[src/rtl/layer_stream_host.sv]
// layer_stream_host: host-side buffering and handshake sequencer for one layer.
// The host loads an N-word input vector, pulses start, and the block streams
// the vector out on m_*, collects M results on s_*, then pulses done.
// Optional feature macro: ARGMAX_EN adds a running signed argmax over the
// results of each run; without it argmax_idx/argmax_val are tied to zero.
module layer_stream_host #(
  parameter int unsigned N  = 12,
  parameter int unsigned M  = 16,
  parameter int unsigned T  = 20,
  parameter int unsigned LN = $clog2(N),
  parameter int unsigned LM = $clog2(M)
) (
  input  logic          clk,
  input  logic          reset,
  input  logic          wr_en,
  input  logic [LN-1:0] wr_addr,
  input  logic [T-1:0]  wr_data,
  input  logic          start,
  output logic          busy,
  output logic          done,
  output logic          m_valid,
  input  logic          m_ready,
  output logic [T-1:0]  m_data,
  input  logic          s_valid,
  output logic          s_ready,
  input  logic [T-1:0]  s_data,
  input  logic [LM-1:0] rd_addr,
  output logic [T-1:0]  rd_data,
  output logic [LM-1:0] argmax_idx,
  output logic [T-1:0]  argmax_val
);

  typedef enum logic [1:0] {IDLE, SEND, RECV, FIN} state_t;

  state_t        state, state_d;
  logic [T-1:0]  inbuf  [N];
  logic [T-1:0]  resbuf [M];
  logic [LN-1:0] send_cnt;
  logic [LM-1:0] recv_cnt;
  logic [LN-1:0] send_nxt_c;

  logic wr_acc_c;
  logic start_acc_c;
  logic send_xfer_c;
  logic send_last_c;
  logic recv_xfer_c;
  logic recv_last_c;

  assign send_nxt_c  = send_cnt + LN'(1);
  assign send_last_c = (send_cnt == LN'(N - 1));
  assign recv_last_c = (recv_cnt == LM'(M - 1));

  // State register
  always_ff @(posedge clk) begin
    if (reset) state <= IDLE;
    else       state <= state_d;
  end

  // Next-state logic and per-cycle handshake strobes
  always_comb begin
    state_d     = state;
    start_acc_c = 1'b0;
    send_xfer_c = 1'b0;
    recv_xfer_c = 1'b0;
    wr_acc_c    = 1'b0;
    if (!reset && state == IDLE && wr_en && (32'(wr_addr) < N)) wr_acc_c = 1'b1;
    case (state)
      IDLE: begin
        if (start) begin
          start_acc_c = 1'b1;
          state_d     = SEND;
        end
      end
      SEND: begin
        if (m_valid && m_ready) begin
          send_xfer_c = 1'b1;
          if (send_last_c) state_d = RECV;
        end
      end
      RECV: begin
        if (s_valid && s_ready) begin
          recv_xfer_c = 1'b1;
          if (recv_last_c) state_d = FIN;
        end
      end
      FIN:     state_d = IDLE;
      default: state_d = IDLE;
    endcase
  end

  // Registered status/handshake outputs, outgoing word and counters
  always_ff @(posedge clk) begin
    if (reset) begin
      busy     <= 1'b0;
      done     <= 1'b0;
      m_valid  <= 1'b0;
      s_ready  <= 1'b0;
      m_data   <= '0;
      send_cnt <= '0;
      recv_cnt <= '0;
    end else begin
      busy    <= (state_d != IDLE);
      done    <= (state_d == FIN);
      m_valid <= (state_d == SEND);
      s_ready <= (state_d == RECV);
      if (start_acc_c) begin
        send_cnt <= '0;
        recv_cnt <= '0;
        // a same-cycle write to word 0 must reach the first transfer
        if (wr_acc_c && wr_addr == '0) m_data <= wr_data;
        else                            m_data <= inbuf[0];
      end
      if (send_xfer_c) begin
        send_cnt <= send_nxt_c;
        if (!send_last_c) m_data <= inbuf[send_nxt_c];
      end
      if (recv_xfer_c) recv_cnt <= recv_cnt + LM'(1);
    end
  end

  // Input and result buffer writes; contents survive reset
  always_ff @(posedge clk) begin
    if (wr_acc_c) inbuf[wr_addr] <= wr_data;
    if (recv_xfer_c && !reset) resbuf[recv_cnt] <= s_data;
  end

  // Registered result read port; out-of-range addresses read as zero
  always_ff @(posedge clk) begin
    if (reset)                    rd_data <= '0;
    else if (32'(rd_addr) < M)    rd_data <= resbuf[rd_addr];
    else                          rd_data <= '0;
  end

`ifdef ARGMAX_EN
  // Running signed argmax; strict compare keeps the lowest index on ties
  always_ff @(posedge clk) begin
    if (reset) begin
      argmax_idx <= '0;
      argmax_val <= '0;
    end else if (recv_xfer_c) begin
      if (recv_cnt == '0) begin
        argmax_idx <= '0;
        argmax_val <= s_data;
      end else if ($signed(s_data) > $signed(argmax_val)) begin
        argmax_idx <= recv_cnt;
        argmax_val <= s_data;
      end
    end
  end
`else
  assign argmax_idx = '0;
  assign argmax_val = '0;
`endif

endmodule

[config.mk]
export PLATFORM = sky130hd
export DESIGN_NAME = layer_stream_host
export DESIGN_NICKNAME = d
export VERILOG_FILES = /design/src/rtl/layer_stream_host.sv
export SDC_FILE = /design/constraint.sdc
export NUM_CORES = 1
export LEC_CHECK = 0
export CORE_MARGIN = 2
export CORE_UTILIZATION = 56
export DETAILED_ROUTE_END_ITERATION = 10
export DONT_BUFFER_PORTS = 1
export GPL_TIMING_DRIVEN = 0
export PLACE_DENSITY_LB_ADDON = 0.15
export SLEW_MARGIN = 10
export SYNTH_ARGS = -nofsm -noshare
export SYNTH_HDL_FRONTEND = slang
export SYNTH_SLANG_ARGS = --single-unit
export TNS_END_PERCENT = 20
[constraint.sdc]
create_clock -name clk -period 8.1 [get_ports clk]
set_input_delay 0.81 -clock clk [delete_from_list [all_inputs] [get_ports clk]]
set_output_delay 0.81 -clock clk [all_outputs]
set_load 0.03 [all_outputs]
# After elaboration in Yosys (flattened, before gate mapping)
# Memories as Yosys holds them, arrays and structs flattened. A register that Yosys moved wholly into a read port is not among the register bits.
# Cells that the tools add are included.
[totals]
latchBits = 0
n_memories = 2
ramBits = 560
output_inout_bits = 68
mem_bits_ro = 0
reg_bits = 34
[memory_table]
columns = ["name", "words", "word_bits", "rd", "rd_clocked_by_memory_dff", "wr", "line", "rtl"]
rows = [
  ["resbuf", 16, 20, 1, 1, 1, "37", "logic [T-1:0] resbuf [M];"],
  ["inbuf", 12, 20, 2, 0, 1, "36", "logic [T-1:0] inbuf [N];"],
]
[op_classes]
eq_ne = 8
div_mod_pow = 0
magnitude_cmp = 1
muxes = 24
n_bitwise = 0
reduce_logical = 13
shift = 0
n_addsub = 2
mul = 0
[ops]
columns = ["cell", "n"]
rows = [
  ["two-way mux 20 bit", 4],
  ["two-way mux 4 bit", 3],
  ["two-way mux 1 bit", 11],
  ["two-way mux 2 bit", 5],
  ["adder 4 x 1 -> 4 bit, second input constant", 2],
  ["equality test 2 bit, second input constant", 4],
  ["equality test 4 bit, second input constant", 2],
  ["case mux 2 bit (4 select lines)", 1],
  ["logical AND 1 bit", 7],
  ["nonzero test 2 bit", 3],
  ["equality test 2 x 1 -> 1 bit, second input constant", 2],
  ["zero test 4 bit", 1],
  ["less-than comparator 4 bit, second input constant", 1],
  ["zero test 2 bit", 1],
  ["zero test 1 bit", 1],
]

# Longest topological paths before layout
# Gate-level depths: netlist of the first run.
[logic_depth]
word_depth = 10
mapped_depth = 8
mapped_depth_nobuf = 5

# Worst setup path after synthesis of the first run
# OpenSTA, ideal clock, no wires.
[synth_timing]
path_kind = "input -> register"
start = "input reset"
end = "memory inbuf[8][0], enable pin"
arrival_ps = 3193
path_buffers = 2
t_required_ps = 7678
path_stages = 6
slack_ps = 4485
path_cell_list = "buf_2 > or4b_4 > buf_6 > nor2_1 > nand2_1 > nor3_1"
[synth_via]
elab_chain_cells = 7
[synth_lines]
columns = ["element", "line", "rtl"]
rows = [
  ["start, declared", "14", "input logic reset,"],
  ["zero test 1 bit", "66", "if (!reset && state == IDLE && wr_en && (32'(wr_addr) < N)) wr_acc_c = 1'b1;"],
  ["logical AND 1 bit (3 in a row)", "66", ""],
  ["two-way mux 1 bit", "66", ""],
  ["two-way mux 1 bit", "123", "if (wr_acc_c) inbuf[wr_addr] <= wr_data;"],
  ["two-way mux 1 bit (implied by the code)", "123", ""],
  ["end, declared", "36", ""],
]
# No other way between the ends.

# Worst setup path after layout of the first run
[layout_timing]
start = "register s_ready"
end = "memory resbuf[0][12], enable pin"
[layout_via]
elab_chain_cells = 6
[layout_lines]
columns = ["element", "line", "rtl"]
rows = [
  ["start, declared", "25", "output logic s_ready,"],
  ["start signal, assigned", "105", "s_ready <= (state_d == RECV);"],
  ["logical AND 1 bit", "81", "if (s_valid && s_ready) begin"],
  ["two-way mux 1 bit", "81", ""],
  ["two-way mux 1 bit", "67", "case (state)"],
  ["logical AND 1 bit", "124", "if (recv_xfer_c && !reset) resbuf[recv_cnt] <= s_data;"],
  ["two-way mux 1 bit", "124", ""],
  ["two-way mux 1 bit (implied by the code)", "124", ""],
  ["end, declared", "37", ""],
]
# No other way between the ends.

==> flow_summary.ini, run 1 <==
[status]
status = finished, final reports clean

[sta]
tightestPinTransition_ps = 1267
max_slew_margin_pct = 15.25
rsz0062_at_grt = false
finalSetupViolations = 0
period_share_pct = 36.38
timing.hold.ws_ps = 290.2
fmax_mhz = 339.4
skew_ps = 10.62
slew_violations = 0
hold_violations = 0
min_period_ps = 2946
fin_tns_setup_ps = 0

[placed_design]
dp_cells = 1775
hpwlAfterDp_um = 32680
io_buffer_count = 0
gp_congestion = 0.8035

[die]
fp-row-count = 75
die_width_um = 210.0
dieArea_um2 = 44100
ioPinCount = 122
start_util_pct = 56.66
core_um2 = 41950
die_y_um = 210.0

[pwr]
p_seq_share_pct = 54.1
p_int_mw = 5.184
power_density_nw_per_um2 = 242.2
leakagePower_nw = 8.488
power_frac_comb_pct = 3.4
total_power_mw = 6.520
vdd_drop_max_v = 0.0002424
switching_share_pct = 20.48
clkPwrFrac_pct = 42.5
power.switching_mw = 1.335

[routing]
viasPerCell = 6.323
first_pass_iters = 5
ant_nets = 0
vias = 11925
wire_per_inst_um = 28.19
wl_um = 53160
dr.first_iter.drc_count = 1207
drc = 0

[synthesis]
syn_inst = 1197
synth_seq_cells = 614
synth-edff-count = 560
synth_area_um2 = 23770
avgSynthCellArea_um2 = 19.85
synth_top_cells_by_area = edfxtp_1, mux4_2, dfxtp_1, a22oi_1, nand2b_1
synth_ff_type = edfxtp_1
yosys_warnings = 0
synth_area_leader_cell = edfxtp_1
yosys.area.top_type_share_pct = 70.76
synthArstFlopShare_pct = 0
yosys-top-cells-count = edfxtp_1, mux4_2, dfxtp_1
synth_cell_type_count = 49
ys_seq_area_share_pct = 75.31
yosysMostFrequentCell = edfxtp_1

[clocking]
cts_tree = built
h-tree-depth = 2
post_cts_buffers = 0
cts_inserted_buffers = 60
path_clk_slew_ps = 60
cts-root-buf = clkbuf_16
clk_latency_ps = 610
clockBufferDepth = 3
clkSinkCount = 614
ctsHoldBuffers = 0
ctsResizeCount = 0

[global_routing]
grt_first_pass_wirelength_um = 78380
grt_pass1_vias = 12120
track_usage_pct = 24.66
grt-ovfl-total = 0
antenna_found_initial = 3
grt_max_degree = 21

[critical_path]
cp.required_ps = 8410
end_kind = register
startpoint_type = register
arrival_ps = 3260
critPathMaxFanout = 8
crit_type = reg2reg

[layout]
drive_gt1_share_pct = 25.98
fill_cells = 2823
finalNonFillerCells = 1886
nets = 1357
final_util_pct = 64.16
n_antenna_cell = 0
area_growth_pct = 13.25

[worst_hold_path]
hold_path.class = in2reg

[flow_run]
cap_viol_max_count = 0
-- path summary, 6_finish.rpt --
check | end | from | cells after the start | slack (ps)
setup / recovery | resbuf[0][12] | s_ready | 6 | 5150
hold / removal | inbuf[3][0] | wr_data[0] | 0 | 290
setup reg to reg | resbuf[0][12] | s_ready | 6 | 5150
hold reg to reg | recv_cnt[1] | recv_cnt[1] | 2 | 590
-- flip-flops by register name (all words and copies together) (netlist names), 2 cells and up --
signal	count
inbuf	240
m_data	20
rd_data	20
recv_cnt	4
resbuf	320
send_cnt	4
state	2
-- power by group through the flow --
stage / logic [mW] / registers [mW] / clock network (mW)
CTS: 0.225 / 3.53 / 2.81
finish: 0.224 / 3.53 / 2.77
detailed placement: 0.224 / 3.59 / 0
floorplan: 0.166 / 3.59 / 0
global route: 0.241 / 3.53 / 2.93
global placement: 0.220 / 3.59 / 0
-- cells by family (layout without fill, tap and decap cells) --
group | Yosys count | after routing | share of synthesized area [%]
adders and majority gates | 5 | 5 | 0.2632
buffers and inverters | 107 | 234 | 2.448
muxes | 145 | 145 | 13.43
and+or+nand+nor | 150 | 150 | 3.522
xor gates and xnor gates | 2 | 2 | 0.07372
DFF | 614 | 614 | 75.31
other | 1 | 24 | 0.01578
AOI/OAI and AO/OA | 173 | 173 | 4.944
-- area by class of cell --
class	count	area [um2]	area share, %
buffer	99	551.8	2.050
clock buffer	76	1633	6.067
clock inverter	35	336.6	1.251
inverter	8	30.03	0.1116
multi-input combinational	499	5560	20.66
sequential	614	17900	66.50
tap	539	674.4	2.506
timing repair buffer	16	230.2	0.8554
-- through the flow --
stage / area (um2) / worst slack (ps)
after floorplan: 23850 / 4485
after global placement: 24530 / 2836
after detailed placement: 24940 / 4833
after CTS: 26910 / 5185
after global routing: 26910 / 4905
final: 26910 / 5154
-- per-layer routing --
layer / routed length [um] / up-vias / share of wire (%) / track usage, %
met3: 4719 / 92 / 8.9 / 6.108
met2: 26360 / 561 / 50 / 40.37
met5: 13 / - / 0.024 / 0
li1: - / 5104 / - / -
met1: 20910 / 6166 / 39 / 33.43
met4: 1149 / 2 / 2.2 / 7.214
-- critical path, cell delays in order, from the launching register on --
cell,delay [ps]
dfxtp_1,650
nand4b_1,290
nor2_1,270
nand2_1,270
nor3_2,700
buf_6,260
buf_4,220
-- cell usage in the layout (no fill, tap or decap), types with 35 or more instances in the layout --
cell type  instances
edfxtp_1         560
mux4_2           139
clkbuf_16         61
dfxtp_1           54
nand2b_1          44
a21oi_1           42
a22oi_1           41
clkbuf_1          39
buf_2             35
buf_4             35
Power figures use the tool's default switching activity.
==> run 2: changes to the inputs <==
Clock period 8.1 ns to 2.5 ns, I/O delays scaled along.
==> run 2 against run 1 <==
Effect of this change:
- the run now ends with setup timing left
- sequential share of layout area shrank 1.6 points
- register-to-register slack lost 5300 ps
- via count grew 1.8%
- clock power grew to 3.3 times the previous value
- cell area grew 2.4%
- clock skew grew 1.2 ps
- non-clock buffer count grew 48
- flip-flop and latch count is the same
- critical path type unchanged
- critical endpoint is now inbuf[1][1]
- highest routed layer unchanged
==> flow_summary.ini, run 2 (same netlist as run 1, synthesis figures left out) <==
[layout]
layout_commonest_cell = edfxtp_1
final_util_pct = 65.72
drive_gt1_share_pct = 25.95
regArea_um2 = 17900
area_growth_pct = 15.99
fill_cells = 2772
largest_register_ff_count = 320
layout_common_cells = edfxtp_1, mux4_2, clkbuf_16
regMostFlops = resbuf
multi_input_area_um2 = 5613
top_regs = resbuf: 320 flops, inbuf: 240 flops
fin_area_um2 = 27570
nets = 1406

[die]
die_y_um = 210.0
die_width_um = 210.0
dieArea_um2 = 44100
ioPinCount = 122
start_util_pct = 56.66
fp-row-count = 75
core_um2 = 41950

[worst_hold_path]
hold_start = reset
hold_path.class = in2reg

[routing]
viasPerCell = 6.263
wl_um = 53910
vias = 12144
wire_per_inst_um = 27.80
drc = 0
first_pass_iters = 5
dr.first_iter.drc_count = 1226
ant_nets = 0

[sta]
fmax_mhz = 380.4
slew_violations = 0
rsz0062_at_grt = true
max_slew_margin_pct = 17.46
finalSetupViolations = 119
worst_slack_ps = -129.1
timing.hold.ws_ps = 34.11
skew_ps = 11.80
tightestPinTransition_ps = 1234
hold_violations = 0
min_period_ps = 2629
period_share_pct = 105.2

[clocking]
clkSinkCount = 614
path_clk_slew_ps = 60
clockBufferDepth = 3
h-tree-depth = 2
cts_inserted_buffers = 61
cts_tree = built
clk_latency_ps = 630
cts-root-buf = clkbuf_16

[global_routing]
grt_pass1_vias = 12519
use_met3_pct = 6.570
grt-ovfl-total = 0
grt_max_degree = 21
antenna_found_initial = 5
grtUsageMet2_pct = 41.65
grtUsageMet1_pct = 33.12
grt_first_pass_wirelength_um = 80290
grt_busiest_layer = met2
track_usage_pct = 25.15

[critical_path]
reg2reg_from = state[0]
critPathMaxFanout = 20
arrival_ps = 2880
startpoint = state[0]
end_kind = register
crit_family = simple AND/OR/NAND/NOR gates
startpoint_type = register
crit_buf_inv = 2
cp.required_ps = 2750
reg2reg_slack_ps = -130
crit_type = reg2reg
cp_slowest_cell = nor2_4
cp_cell_sequence = buf_6, or4b_4, buf_12, or3_4, nor2_4
critPathMaxStageDelay_ps = 650

[pwr]
leakagePower_nw = 8.730
vdd_drop_max_v = 0.0007025
power_density_nw_per_um2 = 778.1

[status]
violations = setup timing
status = finished with violations

[placed_design]
gp_congestion = 0.8006
io_buffer_count = 0
dpl_cell_area_um2 = 24950
dpl_worst_slack_ps = -403.2
hpwlAfterDp_um = 32370

[flow_run]
cap_viol_max_count = 0
run 2: area by class of cell:
class / count / share of cell area, %
Buffer: 99 / 2.088
Timing Repair Buffer: 64 / 2.714
Clock buffer: 80 / 6.051
Antenna cell: 1 / 0.009078
Inverter: 8 / 0.1089
Tap cell: 539 / 2.447
Sequential cell: 614 / 64.94
Multi-Input combinational cell: 499 / 20.36
Clock inverter: 35 / 1.285
run 2: path summary, 6_finish.rpt:
kind | endpoint | depth (start not counted)
max | inbuf[1][1] | 5
min | m_data[19] | 3
max reg2reg | inbuf[1][1] | 5
min reg2reg | send_cnt[2] | 2
run 2: worst register-to-register path, delay by kind of cell, from the launching register on:
kind                   cells  cell delay [ps]
buffers and inverters      2              320
flip-flops                 1              310
AND/OR/NAND/NOR            3             1620
run 2: metal layers:
metal / up-vias / routed length [um]
met5: - / 39
met2: 525 / 26870
li1: 5209 / -
met3: 111 / 4624
met1: 6293 / 20840
met4: 6 / 1530
run 2: report_power, final:
group	switching (mW)	internal, mW	total (mW)
registers	0.155	11.3	11.4
clock network	3.80	5.31	9.12
logic	0.552	0.358	0.910
total	4.51	16.9	21.4
run 2: what timing repair did:
item,in CTS,in global routing
hold endpoints to repair,624,0
hold buffers,45,0
setup buffers,6,0
pin swaps,8,8
endpoints found under the setup margin,466,375
gates resized for setup,15,3
run 2: metrics by stage:
step | TNS [ps] | total power [mW] | std cells
floorplan | -33770 | 12.16 | 1220
global placement | -654790 | 12.36 | 1759
detailed placement | -60220 | 12.37 | 1772
CTS | -10370 | 21.57 | 1938
global route | -26410 | 22.05 | 1938
finish | -7789 | 21.45 | 1939
